## src/rtl/past_ready_scheduler.sv

```systemverilog
// Round-robin arbiter for one shared resource; a grant is only issued when
// rdy was high DELAY posedges before the grant edge.
module past_ready_scheduler #(
  parameter int NREQ     = 4,
  parameter int DELAY    = 2,
  parameter int MAX_HOLD = 8,
  localparam int IDW     = $clog2(NREQ)
) (
  input  logic            clk,
  input  logic            rst,
  input  logic [NREQ-1:0] req,
  input  logic            rdy,
  input  logic            done,
  output logic [NREQ-1:0] gnt,
  output logic [IDW-1:0]  gnt_id,
  output logic            busy,
  output logic            timeout
);

  // state   | meaning
  // IDLE    | no owner, waiting for a request qualified by past ready
  // GRANT   | gnt held for owner gnt_id, hold_cnt counts grant cycles
  // RELEASE | mandatory dead cycle after a grant, busy still high
  typedef enum logic [1:0] {IDLE, GRANT, RELEASE} state_t;

  state_t          state, state_nxt;
  logic [IDW-1:0]  ptr, ptr_nxt, gnt_id_nxt, winner, cand;
  logic [NREQ-1:0] gnt_nxt, winner_oh;
  logic [7:0]      hold_cnt, hold_nxt;
  logic            busy_nxt, timeout_nxt, found, at_max, owner_req;
  logic [DELAY-1:0] rdy_hist;
  logic            rdy_past;
  int              idx;

  assign rdy_past  = rdy_hist[DELAY-1];
  assign at_max    = (hold_cnt == 8'(MAX_HOLD));
  assign owner_req = req[gnt_id];

  // First requester at or above the pointer, wrapping by explicit compare
  always_comb begin
    winner = '0;
    found  = 1'b0;
    idx    = 0;
    cand   = '0;
    for (int k = 0; k < NREQ; k++) begin
      idx = int'(ptr) + k;
      if (idx >= NREQ) idx = idx - NREQ;
      cand = IDW'(idx);
      if (!found && req[cand]) begin
        winner = cand;
        found  = 1'b1;
      end
    end
    winner_oh         = '0;
    winner_oh[winner] = 1'b1;
  end

  always_comb begin
    state_nxt   = state;
    gnt_nxt     = gnt;
    gnt_id_nxt  = gnt_id;
    busy_nxt    = busy;
    timeout_nxt = 1'b0;
    hold_nxt    = hold_cnt;
    ptr_nxt     = ptr;
    case (state)
      IDLE: begin
        gnt_nxt  = '0;
        busy_nxt = 1'b0;
        if (|req && rdy_past) begin
          state_nxt  = GRANT;
          gnt_nxt    = winner_oh;
          gnt_id_nxt = winner;
          busy_nxt   = 1'b1;
          hold_nxt   = 8'd1;
        end
      end
      GRANT: begin
        if (done || !owner_req || at_max) begin
          state_nxt   = RELEASE;
          gnt_nxt     = '0;
          busy_nxt    = 1'b1;
          ptr_nxt     = (gnt_id == IDW'(NREQ-1)) ? '0 : gnt_id + IDW'(1);
          // a done coinciding with the limit is an ordinary release
          timeout_nxt = at_max && !done && owner_req;
        end else begin
          hold_nxt = hold_cnt + 8'd1;
        end
      end
      RELEASE: begin
        state_nxt = IDLE;
        gnt_nxt   = '0;
        busy_nxt  = 1'b0;
      end
      default: begin
        state_nxt = IDLE;
        gnt_nxt   = '0;
        busy_nxt  = 1'b0;
      end
    endcase
  end

  always_ff @(posedge clk or posedge rst) begin
    if (rst) begin
      state    <= IDLE;
      gnt      <= '0;
      gnt_id   <= '0;
      busy     <= 1'b0;
      timeout  <= 1'b0;
      hold_cnt <= '0;
      ptr      <= '0;
      rdy_hist <= '0;
    end else begin
      state       <= state_nxt;
      gnt         <= gnt_nxt;
      gnt_id      <= gnt_id_nxt;
      busy        <= busy_nxt;
      timeout     <= timeout_nxt;
      hold_cnt    <= hold_nxt;
      ptr         <= ptr_nxt;
      rdy_hist[0] <= rdy;
      for (int i = 1; i < DELAY; i++) rdy_hist[i] <= rdy_hist[i-1];
    end
  end

endmodule

```

## config.mk

```make
export PLATFORM = sky130hd
export DESIGN_NAME = past_ready_scheduler
export DESIGN_NICKNAME = d
export VERILOG_FILES = /design/src/rtl/past_ready_scheduler.sv
export SDC_FILE = /design/constraint.sdc
export NUM_CORES = 1
export LEC_CHECK = 0
export ABC_AREA = 0
export BUFFER_PORTS_ARGS = -buffer_cell sky130_fd_sc_hd__buf_2
export CAP_MARGIN = 25
export CORE_AREA = 2 2 65 67
export CTS_CLUSTER_DIAMETER = 100
export DETAILED_ROUTE_END_ITERATION = 7
export DIE_AREA = 0 0 67 69
export PLACE_DENSITY = 0.5
export SLEW_MARGIN = 0
export SYNTH_ARGS = -nofsm -noshare
export SYNTH_HDL_FRONTEND = slang
export SYNTH_SLANG_ARGS = --single-unit
export TNS_END_PERCENT = 5
```

## constraint.sdc

```tcl
create_clock -name clk -period 2.4 [get_ports clk]
set_input_delay 0.12 -clock clk [delete_from_list [all_inputs] [get_ports clk]]
set_output_delay 0.12 -clock clk [all_outputs]
set_load 0.005 [all_outputs]
```

==> flow_metrics.py <==
metrics = {
    "outcome": {
        "status": "completed",
    },
    "timing": {
        "max_freq_mhz": 544,
        "setup_violations": 0,
        "period_needed_ns": 1.84,
        "rsz0062_at_grt": "false",
        "hold_violations": 0,
        "period_share": 0.767,
        "drv_slew": 0,
        "final.setup.tns_ns": 0,
        "slew-limit-headroom": 0.455,
        "tightest_slew_ns": 0.817,
        "finClkSkew_ns": 0.00290,
    },
    "final_layout": {
        "area_delta_synth_final_pct": 17.7,
        "fillers": 417,
        "fin_area_mm2": 0.00135,
        "diodes": 0,
        "drive_gt1_frac": 0.238,
        "fin_nets": 138,
    },
    "global_routing": {
        "antenna_found_initial": 0,
        "grt_max_degree": 23,
        "grt_pass1_vias": 862,
        "grt_usage": 0.113,
        "grt_pass1_wl_mm": 4.13,
        "gr-total-overflow": 0,
    },
    "synthesis": {
        "synth_nets": 119,
        "ys_ff_latch": 22,
        "synth_cell_types": 36,
        "syn-cell-area_mm2": 0.00115,
        "synth_largest_area_cell": "dfrtp_1",
        "synth.avg_cell_area_um2": 10.6,
        "synth_area_leaders": "dfrtp_1 (48%), mux2_2 (3.9%), ha_1 (3.3%)",
        "synth_warnings": 0,
        "synthCells": 108,
        "synth_top_area_frac": 0.480,
        "synth_seq_area_share": 0.480,
    },
    "clock_tree": {
        "cts_setup_buffers": 0,
        "clk_latency_ns": 0.26,
        "path_clk_slew_ns": 0.08,
        "cts_num_sinks": 22,
        "cts_tree": "yes",
        "ctsResizeCount": 0,
        "htree_num_levels": 1,
        "cts_hold_buf": 1,
        "root_buffer": "clkbuf_8",
        "cts_buffers": 3,
        "cts_max_path_buffers": 2,
    },
    "setup_path": {
        "cp_max_fo": 4,
        "cp_top_family": "simple AND/OR/NAND/NOR gates",
        "cp_data_arrival_time_ns": 1.99,
        "critical_path_class": "flip-flop to flip-flop",
        "endpoint_kind": "flip-flop",
        "path_cells": "inv_1, ha_1, nor4bb_1, and2_1, o21a_1, mux2_2",
        "cp_slowest_cell": "dfrtp_1",
        "max_stage_delay_ns": 0.39,
        "reg2reg_depth": 6,
        "cp_num_cells": 6,
        "worstSetupStartpointType": "flip-flop",
        "crit_required_ns": 2.55,
        "timing.critical_path.buf_inv": 1,
    },
    "floorplanning": {
        "fp.coreArea_mm2": 0.00391,
        "die_w_um": 67,
        "die_area_mm2": 0.00462,
        "num_rows": 23,
        "die_h_um": 69,
        "initial_utilization": 0.293,
        "num_io_pins": 16,
    },
    "power": {
        "p_total_mw": 1.34,
        "power.leakage_nw": 0.608,
        "cellPowerDensity_mw_per_mm2": 995,
        "peakVddDrop_mv": 0.456,
    },
    "placed_design": {
        "post_dp_cell_area_mm2": 0.00127,
        "hpwlAfterDp_mm": 1.78,
        "place_congestion": 0.784,
        "portBuffers": 15,
    },
    "detailed_routing": {
        "vias_per_cell": 5.04,
        "drt_iter0_markers": 32,
        "ant_nets": 0,
        "vias": 887,
        "wl_per_cell_um": 13.6,
        "firstDrtPassIters": 4,
        "drc": 0,
        "wl_mm": 2.39,
    },
    "flow_run": {
        "max_cap_violations": 0,
    },
    "min_path": {
        "hold_path.class": "primary input to async pin",
    },
}
synth_stat cells:
cell       count
dfrtp_1       22
nand2_1        9
inv_1          7
nor2_1         7
o21ai_0        7
a21oi_1        6
mux2_2         4
a22o_1         3
ha_1           3
mux2i_1        3
nand3_1        3
nor2b_1        3
or3_1          3
and2_1         2
nor3_1         2
o21a_1         2
o31ai_1        2
or4_1          2
a2111oi_0      1
a211o_2        1
a21oi_4        1
a221oi_1       1
a22oi_1        1
a22oi_2        1
and3_1         1
and3_4         1
and4bb_2       1
buf_2          1
buf_6          1
nand4_1        1
nor4b_4        1
nor4bb_1       1
o22a_1         1
o22ai_1        1
o2bb2ai_1      1
or4_4          1
registers in the layout, summed over array words and instances, names as in the netlist:
| name | cells |
|---|---|
| gnt | 4 |
| hold_cnt | 8 |
| rdy_hist | 2 |
| gnt_id | 2 |
| timeout | 1 |
| busy | 1 |
| ptr | 2 |
| state | 2 |
routing by layer:
layer / global-route usage / vias up / wire [µm]
met5: 0 / - / 0
met4: 0.0249 / 0 / 29
met2: 0.180 / 27 / 1150
li1: - / 433 / -
met3: 0.0343 / 4 / 90
met1: 0.149 / 423 / 1120
cells by family after synthesis:
group / Yosys count / synth area share
adders and majority gates: 3 / 0.0328
AOI/OAI and AO/OA: 29 / 0.182
and+or+nand+nor: 38 / 0.202
muxes: 7 / 0.0655
buffers and inverters: 9 / 0.0371
DFF: 22 / 0.480
worst reg2reg max path: stages, from the launching register on:
cell and delay (ns):
dfrtp_1 0.39, inv_1 0.09, ha_1 0.14, nor4bb_1 0.32, and2_1 0.21, o21a_1 0.22, mux2_2 0.36
placed cells by master, fill, tap and decap left out, types with 2 or more instances in the layout:
master,instances
dfrtp_1,22
buf_2,15
nand2_1,9
nor2_1,7
inv_1,7
o21ai_0,7
a21oi_1,6
mux2_2,4
nor2b_1,3
nand3_1,3
a22o_1,3
mux2i_1,3
or3_1,3
ha_1,3
clkbuf_8,3
nor3_1,2
and2_1,2
o21a_1,2
o31ai_1,2
or4_1,2
stage by stage:
stage | hold slack, ns | util | instances | setup WS [ns]
after CTS | 0.0475 | 0.345 | 176 | 0.547
after global placement | 0.229 | 0.324 | 171 | 0.539
after floorplan | 0.109 | - | 108 | 0.739
after global routing | 0.0899 | 0.345 | 176 | 0.465
after detailed placement | 0.229 | 0.324 | 171 | 0.576
final | 0.00294 | 0.345 | 176 | 0.560
power by group:
group / leakage [nW] / internal, mW / switching [mW]
sequential: 0.285 / 0.463 / 0.0948
combinational: 0.288 / 0.210 / 0.226
clock: 0.0357 / 0.223 / 0.125
total: 0.608 / 0.896 / 0.446
final cells by class:
class,instances,area (µm²),share of cell area
Timing Repair Buffer,16,85.1,0.0631
Clock inverter,1,30.0,0.0223
Sequential cell,22,551,0.408
Multi-Input combinational cell,77,553,0.410
Clock buffer,3,41.3,0.0306
Inverter,7,26.3,0.0195
Tap cell,50,62.6,0.0464
final timing paths:
kind | start | slack, ns | end
worst max-delay path | hold_cnt[0] | 0.56 | ptr[1]
worst min-delay path | rst | 0.003 | hold_cnt[0]
worst max register to register | hold_cnt[0] | 0.56 | ptr[1]
worst min register to register | rdy_hist[0] | 0.36 | rdy_hist[1]
max in group asynchronous | rst | 1.89 | busy
min in group clk | req[3] | 0.25 | gnt[1]
Power figures use the tool's default switching activity.
